**src/rtl/logic_unit_pipe.sv**
```systemverilog
// logic_unit_pipe: two-stage valid/ready pipeline computing a bitwise logic
// function of two operands, plus registered zero/neg/parity flags and a
// count of delivered results.
module logic_unit_pipe #(
    parameter int WIDTH = 16,
    parameter int CNTW  = 16
) (
    input  logic             clk,
    input  logic             rst_n,
    input  logic             in_valid,
    output logic             in_ready,
    input  logic [2:0]       op,
    input  logic [WIDTH-1:0] a,
    input  logic [WIDTH-1:0] b,
    output logic             out_valid,
    input  logic             out_ready,
    output logic [WIDTH-1:0] x,
    output logic             zero,
    output logic             neg,
    output logic             parity,
    output logic [CNTW-1:0]  count
);

    // Bitwise operation selected by the 3-bit opcode; B is ignored for ~A.
    function automatic logic [WIDTH-1:0] logic_op(
        input logic [2:0]       f,
        input logic [WIDTH-1:0] l,
        input logic [WIDTH-1:0] r
    );
        logic [WIDTH-1:0] res;
        case (f)
            3'b000:  res = l & r;
            3'b001:  res = l | r;
            3'b010:  res = l ^ r;
            3'b011:  res = ~(l & r);
            3'b100:  res = ~(l | r);
            3'b101:  res = ~(l ^ r);
            3'b110:  res = l & ~r;
            default: res = ~l;
        endcase
        return res;
    endfunction

    // Stage 1 holding registers
    logic             s1_v;
    logic [2:0]       op_p1;
    logic [WIDTH-1:0] a_p1;
    logic [WIDTH-1:0] b_p1;

    logic             s2_rdy;
    logic             in_fire;
    logic             s1_adv;
    logic             out_fire;
    logic [WIDTH-1:0] res_p1;

    // Ready chain and transfer strobes; S2 frees up in the same cycle it drains.
    always_comb begin
        s2_rdy   = !out_valid || out_ready;
        in_ready = !s1_v || s2_rdy;
        in_fire  = in_valid && in_ready;
        s1_adv   = s1_v && s2_rdy;
        out_fire = out_valid && out_ready;
        res_p1   = logic_op(op_p1, a_p1, b_p1);
    end

    // ---- stage 1: capture operands on input transfer ----
    // S1 valid flag: refilled (or emptied) whenever S1 is free or advancing.
    always_ff @(posedge clk or negedge rst_n) begin
        if (!rst_n) begin
            s1_v <= 1'b0;
        end else if (in_ready) begin
            s1_v <= in_valid;
        end
    end

    // S1 data: loaded only on an accepted beat, so op changes elsewhere are ignored.
    always_ff @(posedge clk) begin
        if (in_fire) begin
            op_p1 <= op;
            a_p1  <= a;
            b_p1  <= b;
        end
    end

    // ---- stage 2: result and flags, held while the consumer stalls ----
    // S2 valid flag follows S1 whenever S2 can accept.
    always_ff @(posedge clk or negedge rst_n) begin
        if (!rst_n) begin
            out_valid <= 1'b0;
        end else if (s2_rdy) begin
            out_valid <= s1_v;
        end
    end

    // S2 result and flags, reset to the all-zero result's flag values.
    always_ff @(posedge clk or negedge rst_n) begin
        if (!rst_n) begin
            x      <= '0;
            zero   <= 1'b1;
            neg    <= 1'b0;
            parity <= 1'b0;
        end else if (s1_adv) begin
            x      <= res_p1;
            zero   <= (res_p1 == '0);
            neg    <= res_p1[WIDTH-1];
            parity <= ^res_p1;
        end
    end

    // Delivered-result counter, wrapping naturally at 2^CNTW.
    always_ff @(posedge clk or negedge rst_n) begin
        if (!rst_n) begin
            count <= '0;
        end else if (out_fire) begin
            count <= count + {{(CNTW-1){1'b0}}, 1'b1};
        end
    end

endmodule
```
**config.mk**
```make
export PLATFORM = sky130hd
export DESIGN_NAME = logic_unit_pipe
export DESIGN_NICKNAME = d
export VERILOG_FILES = /design/src/rtl/logic_unit_pipe.sv
export SDC_FILE = /design/constraint.sdc
export NUM_CORES = 1
export LEC_CHECK = 0
export CAP_MARGIN = 10
export CORE_MARGIN = 3
export CORE_UTILIZATION = 55
export DETAILED_ROUTE_END_ITERATION = 10
export PLACE_DENSITY = 0.82
export SLEW_MARGIN = 20
export SYNTH_ARGS = -nofsm -noshare
export SYNTH_HDL_FRONTEND = slang
export SYNTH_SLANG_ARGS = --single-unit
```
**constraint.sdc**
```tcl
create_clock -name clk -period 5.8 [get_ports clk]
set_input_delay 1.16 -clock clk [delete_from_list [all_inputs] [get_ports clk]]
set_output_delay 1.16 -clock clk [all_outputs]
set_load 0.01 [all_outputs]
```
; Word level (Yosys, flattened, before mapping)
; Index checks and enable logic that the tools add are counted.
[word_totals]
register_bits = 72
inputBits = 39
word_cells = 37
[op_classes]
add_sub_neg = 1
n_eq_ne = 6
muxes = 1
n_bitwise = 9
n_reduce_logical = 10
[op_table]
columns = op, n
row1 = case mux 16 bit (7 select lines), 1
row2 = inverter 16 bit, 5
row3 = bitwise AND 16 bit, 2
row4 = "adder 16 x 1 -> 16 bit, second input constant", 1
row5 = logical NOT 16 bit, 1
row6 = OR 16 bit, 1
row7 = parity 16 bit, 1
row8 = bitwise XOR 16 bit, 1
row9 = "== test 3 bit, second input constant", 3
row10 = "== test 3 x 2 -> 1 bit, second input constant", 2
row11 = "== test 3 x 1 -> 1 bit, second input constant", 1
row12 = logical AND 1 bit, 3
row13 = logical NOT 3 bit, 1
row14 = logical NOT 1 bit, 2
row15 = logical OR 1 bit, 2

; Longest topological paths before layout
; Gate-level depths: netlist (run 1).
[logic_depth]
ltp_word = 4
ltp_mapped = 12

; Least setup slack after synthesis (run 1)
; No wires, ideal clock.
[synth_path]
path_type = input-to-reg
start = input port out_ready
end = register a_p1[0] (enable)
setup_time_ns = 0.396
t_arrival_ns = 2.231
required_time_ns = 5.404
slack_ns = 3.173
cell_stages = 2
cell_sequence = nand3b_1 -> and2_1
[synth_between]
elab_chain_cells = 3
[synth_lines]
columns = item, line
row1 = from (decl), 16  ; input logic out_ready,
row2 = logical OR 1 bit, 58  ; s2_rdy = !out_valid || out_ready;
row3 = logical OR 1 bit, 59  ; in_ready = !s1_v || s2_rdy;
row4 = logical AND 1 bit, 60  ; in_fire = in_valid && in_ready;
row5 = named net in_fire, 51  ; logic in_fire;
row6 = to (signal assigned), 80  ; a_p1 <= a;
row7 = to (decl), 47  ; logic [WIDTH-1:0] a_p1;
; The timed path passes the listed nets, and every way through them passes these cells.
; A chain may end at the register's enable or synchronous reset.

; Worst setup path after layout (run 1)
[layout_path]
start = input port out_ready
end = output port in_ready
[layout_between]
elab_chain_cells = 2
[layout_lines]
columns = item, line
row1 = logical OR 1 bit, 58
row2 = logical OR 1 bit, 59
row3 = to (decl), 11  ; output logic in_ready,
; No other way between the ends.

==> out/qor.log, run 1 <==
[placed_design] count of buffers inserted at the top-level ports 75
[floorplan] Std-Cell Rows 33
[setup_path] standard cell with the maximum stage delay on the critical path clkdlybuf4s50_1
[global_route] wire length of the first global-routing pass 15.7 mm
[setup_path] Crit path top cell by count clkdlybuf4s50_1
[setup_path] required time of the critical path 4.64 ns
[pwr] power per standard cell area 266 nW/um^2
[yosys] Distinct cells, synth 51
[setup_path] start-to-end type of the worst setup path in2out
[setup_path] worst path buffer plus inverter count 2
[setup_path] biggest cell delay along the critical path 0.56 ns
[clocking] maximum level of the CTS H-tree 3
[detailed_routing] drc violations 0
[pwr] maximum VDD drop 0.147 mV
[finish] total inserted antenna cells 0
[clocking] Reg clk slew, reported paths 0.07 ns
[pwr] Final Power 1.52 mW
[timing] Fmax achieved 0.278 GHz
[setup_path] Critical Path Fanout Max 5
[placed_design] HPWL Detailed 6.91 mm
[floorplan] Starting Density 57.4%
[timing] final hold vios 0
[timing] setup repair after global routing missed its margin false
[global_route] maximum number of pins on one net before global-route repair 67
[detailed_routing] routed via count 3,333
[pwr] proportion of power drawn by flip-flops and latches 43.3%
[floorplan] die area 9810 sq um
[status] outcome complete, no violations
[setup_path] Setup crit end kind primary output
[floorplan] die width 99.1 um
[setup_path] critical path, cell by cell clkdlybuf4s50_1 -> nand3b_1 -> clkdlybuf4s50_1
[timing] share of the cycle needed by the critical path after routing 62.0%
[global_route] initial antenna violation count 0
[global_route] GR Layer Usage met2 33.2%
[global_route] GR peak layer met2
[timing] final worst clock skew 0.00963 ns
[yosys] Yosys top cell area share 22.1%
[yosys] post-synthesis async set-or-reset flop share 50.7%
[clocking] CTS sink count 71
[floorplan] number of placed I/O pins 76
[clocking] CTS tree built
[yosys] number of synthesized flops with an enable pin 35
[detailed_routing] first-iteration detailed-routing DRC count 112
[clocking] CTS hold repair buffers 0
[global_route] met1 layer usage reported by global route 25.5%
[timing] worst slew margin relative to its limit 45.1%
[detailed_routing] router iterations before antenna repair 4
[setup_path] arrival time at the worst endpoint 2.44 ns
[global_route] residual overflow from global routing 0
[clocking] number of gates resized after CTS 0
[global_route] GRT Overall Usage 19.9%
[detailed_routing] routed len/inst 15.5 um
[yosys] syn_nets 522
[placed_design] DP Worst Slack 2.23 ns
[pwr] logic gate share of total power 31.1%
[timing] final setup slack of the worst path 2.20 ns
[yosys] average instance area after synthesis 11.2 sq um
[yosys] top cells by count, synth 57 x ha_1, 37 x inv_1, 35 x dfrtp_1, 35 x edfxtp_1, 33 x nand2_1
[placed_design] Routability Congestion 0.827
[timing] final max-slew violation count 0
[yosys] largest cells by area after synthesis edfxtp_1 22%, dfrtp_1 18%, ha_1 15%
[yosys] dominant synthesized flop cell edfxtp_1
[pwr] Psw 0.455 mW
[pwr] switching share of power 29.9%
[yosys] total of warnings raised by yosys 0
[detailed_routing] routed vias/inst 5.52
[clocking] clock network latency to the later pin of the worst-skew pair 0.34 ns
[yosys] post-synthesis sequential area ratio 41.0%
[floorplan] Die Span Y 99.1 um
[finish] fraction of layout cells with a size suffix above 1 8.62%
[timing] actual slew at the worst max-slew pin 0.824 ns
[timing] setup tns final 0 ns
[finish] net count of the finished layout 590
[pwr] design internal power 1.06 mW
[clocking] buffers inserted by post-CTS timing repair 0
[floorplan] Core Box Area 8300 sq um
[finish] fill cell count 623
[min_path] Hold WC Path Type reg2reg
[pwr] clock share of power 25.7%
[clocking] cts bufs inserted 9
[timing] final setup fails 0
[run] MaxCap Viol Count 0
[finish] area growth from synthesis to final layout 19.8%
[pwr] Lkg Pwr 2.51 nW
[finish] share of the core filled with cells in the final layout 68.7%
[yosys] most common cell in the netlist ha_1
[yosys] synthesis-stage register bit count 71
[setup_path] kind of cell with the highest combined delay on the critical path buffers and inverters
[yosys] biggest area consumer among synthesized cells edfxtp_1
[detailed_routing] detailed-route wire length 9.34 mm
[clocking] master cell of the clock root buffer clkbuf_8
[detailed_routing] number of nets with antenna violations after detailed routing 0
[yosys] post-synthesis cell area 4760 sq um
[yosys] number of instances in the synthesized netlist 426
[clocking] Max Buffers Root-to-Sink 2
[setup_path] type of origin of the critical path input port
[global_route] met3 usage 3.11%
[timing] Min Clock Period, post-route 3.60 ns
[global_route] via count of the first global-routing pass 3,370
==> per-layer routing <==
layer | vias to the layer above | wire length, um
li1 | 1631 | -
met1 | 1583 | 4030
met2 | 97 | 4610
met3 | 22 | 454
met4 | 0 | 247
met5 | - | 0
==> kinds of logic after synthesis <==
kind of cell | synth area share, %
mux | 12.9
compound gates | 9.07
simple gates | 11.6
buf+inv | 6.38
fa+ha+maj | 15.0
flops | 41.0
xor+xnor | 4.05
==> placed cells by master, fill, tap and decap left out, types with 4 or more instances in the layout <==
cell / n
dfrtp_1: 35
o21ai_1: 7
xnor2_1: 18
nand2b_1: 9
mux2_2: 7
a31oi_1: 6
inv_1: 37
nand4_1: 6
nor2b_1: 8
nand2_1: 33
a211oi_1: 5
edfxtp_1: 35
mux4_2: 11
and3_1: 4
nor2_1: 20
o21ai_0: 16
buf_4: 4
xor2_1: 4
mux2_1: 6
and2_1: 12
nand3_1: 6
clkdlybuf4s50_1: 74
ha_1: 57
clkbuf_8: 9
mux2i_1: 22
==> worst reg2reg max path: stages, from the launching register on <==
cell	delay (ns)
edfxtp_1	0.37
buf_4	0.27
inv_1	0.51
mux4_2	0.57
o21ai_1	0.10
and2_1	0.15
ha_1	0.24
xnor2_1	0.19
xnor2_1	0.16
xnor2_1	0.13
o21ai_0	0.08
==> registers in the layout (all words and copies together) (netlist names) <==
signal     cells
a_p1          16
b_p1          16
count         16
op_p1          3
out_valid      1
parity         1
s1_v           1
x             16
zero           1
==> path summary, 6_finish.rpt <==
check | slack (ns) | cells after the start | start | endpoint
max | 2.20 | 3 | out_ready | in_ready
min | 0.47 | 1 | count[15]$_DFFE_PN0P_ | count[15]$_DFFE_PN0P_
max reg2reg | 2.89 | 10 | op_p1[1]$_DFFE_PP_ | parity$_DFFE_PN0P_
min reg2reg | 0.47 | 1 | count[15]$_DFFE_PN0P_ | count[15]$_DFFE_PN0P_
max in group asynchronous | 4.37 | 1 | rst_n | s1_v$_DFFE_PN0N_
min in group asynchronous | 0.91 | 1 | rst_n | x[7]$_DFFE_PN0P_
==> metrics by stage <==
stage	hold WS (ns)	area, sq um	std cells
floorplan	0.475	4760	426
global placement	0.462	5510	588
detailed placement	0.463	5510	588
CTS	0.476	5710	604
global route	0.506	5710	604
finish	0.471	5710	604
==> power by group through the flow <==
stage          sequential, mW  clock [mW]  combinational [mW]
5_1_grt                 0.665       0.425               0.518
3_3_place_gp            0.663           0               0.456
2_1_floorplan           0.679           0               0.269
6_report                0.657       0.390               0.472
4_1_cts                 0.657       0.400               0.477
3_5_place_dp            0.667           0               0.474
==> layout make-up <==
type | instances | area [sq um] | share of cell area (%)
inverter | 38 | 145 | 2.54
clock inverter | 2 | 10.0 | 0.175
clock buffer | 14 | 185 | 3.25
timing repair buffer | 79 | 776 | 13.6
tap | 105 | 131 | 2.30
sequential | 71 | 1950 | 34.2
multi-input combinational | 295 | 2500 | 43.9
Note: power is estimated with default switching activity, not from simulation.
==> run 2, diff against run 1 <==
- CORE_UTILIZATION: 55 -> 49
- PLACE_DENSITY: 0.82 -> 0.77
- clock period: 5.8 -> 2.9 ns (I/O delays scaled with it)
==> run 2 against run 1 <==
  * Register-to-register slack worse by 2.6 ns
  * Largest power group unchanged
  * Non-clock buffer count up 6
  * Largest cell class unchanged
  * Sequential power grew 100%
  * Die area increased by 11%
  * Highest routed layer unchanged
==> out/qor.log, run 2 (synthesized netlist as in run 1, its figures left out) <==
[detailed_routing] drc violations 0 [unchanged]
[pwr] maximum VDD drop 0.261 mV [was 0.147 mV]
[pwr] power per standard cell area 511 nW/um^2 [was 266 nW/um^2]
[timing] Min Clock Period, post-route 2.66 ns
[global_route] GRT Overall Usage 17.3% [was 19.9%]
[clocking] maximum level of the CTS H-tree 3 [unchanged]
[floorplan] Die Span Y 105 um [was 99.1 um]
[finish] number of non-filler instances in the completed layout 634 [was 604]
[timing] final hold vios 0 [unchanged]
[detailed_routing] detailed-route wire length 9.12 mm [was 9.34 mm]
[finish] highest-count cells in the layout ignoring fill and taps 75 x clkdlybuf4s50_1, 57 x ha_1, 37 x inv_1 [was 74 x clkdlybuf4s50_1, 57 x ha_1, 37 x inv_1]
[placed_design] HPWL Detailed 6.97 mm [was 6.91 mm]
[timing] worst slew margin relative to its limit 58.8% [was 45.1%]
[timing] final hold slack 0.470 ns [was 0.471 ns]
[setup_path] Critical Path Fanout Max 66 [was 5]
[setup_path] arrival time at the worst endpoint 2.85 ns [was 2.44 ns]
[detailed_routing] first-iteration detailed-routing DRC count 213 [was 112]
[finish] total inserted antenna cells 0 [unchanged]
[finish] leading cell type in the layout, fill and taps excluded clkdlybuf4s50_1 [unchanged]
[global_route] via count of the first global-routing pass 3,283 [was 3,370]
[clocking] clock network latency to the later pin of the worst-skew pair 0.34 ns [about the same]
[placed_design] Routability Congestion 0.873 [was 0.827]
[finish] net count of the finished layout 596 [was 590]
[timing] setup repair after global routing missed its margin false [unchanged]
[timing] Fmax achieved 0.376 GHz
[setup_path] Crit path top cell by count xnor2_1 [was clkdlybuf4s50_1]
[floorplan] die width 105 um [was 99.1 um]
[clocking] master cell of the clock root buffer clkbuf_8 [unchanged]
[detailed_routing] routed via count 3,347 [was 3,333]
[floorplan] Std-Cell Rows 35 [was 33]
[detailed_routing] routed len/inst 14.4 um [was 15.5 um]
[timing] setup tns final 0 ns [unchanged]
[detailed_routing] routed vias/inst 5.28 [was 5.52]
[clocking] Reg clk slew, reported paths 0.08 ns [was 0.07 ns]
[setup_path] critical path, cell by cell buf_12 -> mux2_1 -> mux4_2 -> ha_1 -> xnor2_1 -> xnor2_1 -> xnor2_1 -> o21ai_0 [was clkdlybuf4s50_1 -> nand3b_1 -> clkdlybuf4s50_1]
[global_route] maximum number of pins on one net before global-route repair 67 [unchanged]
[setup_path] biggest cell delay along the critical path 0.53 ns [was 0.56 ns]
[finish] area growth from synthesis to final layout 21.4% [was 19.8%]
[clocking] CTS hold repair buffers 0 [unchanged]
[clocking] buffers inserted by post-CTS timing repair 0 [unchanged]
[setup_path] standard cell with the maximum stage delay on the critical path mux4_2 [was clkdlybuf4s50_1]
[placed_design] Cell Area, Placed 5620 sq um [was 5510 sq um]
[clocking] number of gates resized after CTS 0 [unchanged]
[pwr] Lkg Pwr 2.54 nW [was 2.51 nW]
[clocking] Max Buffers Root-to-Sink 2 [unchanged]
[setup_path] required time of the critical path 3.09 ns [was 4.64 ns]
[floorplan] number of placed I/O pins 76 [unchanged]
[clocking] CTS sink count 71 [unchanged]
[min_path] Hold WC Path Type reg2reg [unchanged]
[setup_path] start-to-end type of the worst setup path reg2reg [was in2out]
[finish] fill cell count 757 [was 623]
[placed_design] DP Worst Slack 0.262 ns [was 2.23 ns]
[floorplan] die area 10,900 sq um [was 9810 sq um]
[timing] final max-slew violation count 0 [unchanged]
[setup_path] type of origin of the critical path flip-flop [was input port]
[timing] final setup fails 0 [unchanged]
[detailed_routing] router iterations before antenna repair 4 [unchanged]
[clocking] CTS tree built [unchanged]
[placed_design] number of instances in the placed design 618 [was 588]
[placed_design] count of buffers inserted at the top-level ports 75 [unchanged]
[setup_path] Setup crit end kind flip-flop [was primary output]
[global_route] residual overflow from global routing 0 [unchanged]
[global_route] wire length of the first global-routing pass 15.4 mm [was 15.7 mm]
[timing] final setup slack of the worst path 0.243 ns [was 2.20 ns]
[floorplan] Core Box Area 9330 sq um [was 8300 sq um]
[finish] fraction of layout cells with a size suffix above 1 9.90% [was 8.62%]
[pwr] Final Power 2.95 mW [was 1.52 mW]
[timing] final worst clock skew 0.0137 ns [was 0.00963 ns]
[floorplan] Starting Density 51.1% [was 57.4%]
[timing] actual slew at the worst max-slew pin 0.617 ns [was 0.824 ns]
[detailed_routing] number of nets with antenna violations after detailed routing 0 [unchanged]
[status] outcome complete, no violations [unchanged]
[finish] share of the core filled with cells in the final layout 62.0% [was 68.7%]
[global_route] initial antenna violation count 0 [unchanged]
[timing] share of the cycle needed by the critical path after routing 91.6%
[finish] area of all placed cells without fillers 5780 sq um [was 5710 sq um]
[clocking] cts bufs inserted 9 [unchanged]
[run] MaxCap Viol Count 0 [unchanged]
==> run 2: cell types whose count changed in the layout (fill, tap and decap cells not counted) <==
cell,delta
buf_12,+2
buf_2,-1
buf_4,+4
clkbuf_1,-2
clkbuf_16,-2
clkdlybuf4s50_1,+1
clkinv_2,+1
clkinv_4,+1
inv_4,+2
==> run 2: cell type report <==
class | count | area [sq um] | share of cell area, %
clock inverters | 6 | 36.3 | 0.628
well taps | 129 | 161 | 2.79
inverters | 38 | 145 | 2.51
clock buffers | 10 | 128 | 2.21
flip-flops and latches | 71 | 1950 | 33.8
multi-input cells | 295 | 2500 | 43.3
repair buffers | 85 | 851 | 14.7
==> run 2: power by group <==
group	leakage, nW	internal (mW)	switching [mW]	total [mW]
sequential	0.782	1.20	0.120	1.32
combinational	1.66	0.525	0.425	0.950
clock	0.0907	0.309	0.377	0.686
==> run 2: worst max-delay path, delay by kind of cell (launching register included) <==
| kind | cells | cell delay (ns) |
|---|---|---|
| muxes | 2 | 0.90 |
| xor gates and xnor gates | 3 | 0.52 |
| DFF | 1 | 0.38 |
| adders and majority gates | 1 | 0.31 |
| buffers and inverters | 1 | 0.29 |
| AOI/OAI and AO/OA | 1 | 0.08 |
==> run 2: worst paths after layout <==
| check | startpoint | depth (start not counted) | slack [ns] | to |
|---|---|---|---|---|
| max | op_p1[2]$_DFFE_PP_ | 8 | 0.24 | parity$_DFFE_PN0P_ |
| min | count[15]$_DFFE_PN0P_ | 1 | 0.47 | count[15]$_DFFE_PN0P_ |
| max reg2reg | op_p1[2]$_DFFE_PP_ | 8 | 0.24 | parity$_DFFE_PN0P_ |
| min reg2reg | count[15]$_DFFE_PN0P_ | 1 | 0.47 | count[15]$_DFFE_PN0P_ |
| max in group asynchronous | rst_n | 2 | 1.90 | zero$_DFFE_PN1P_ |
| min in group asynchronous | rst_n | 2 | 0.66 | count[10]$_DFFE_PN0P_ |
==> run 2: layer usage <==
metal / part of all wire, % / vias up / track usage [%]
met3: 5.5 / 12 / 4.08
met5: 0 / - / 0
li1: - / 1651 / -
met2: 49 / 100 / 29.2
met1: 44 / 1584 / 22.5
met4: 1.4 / 0 / 4.31
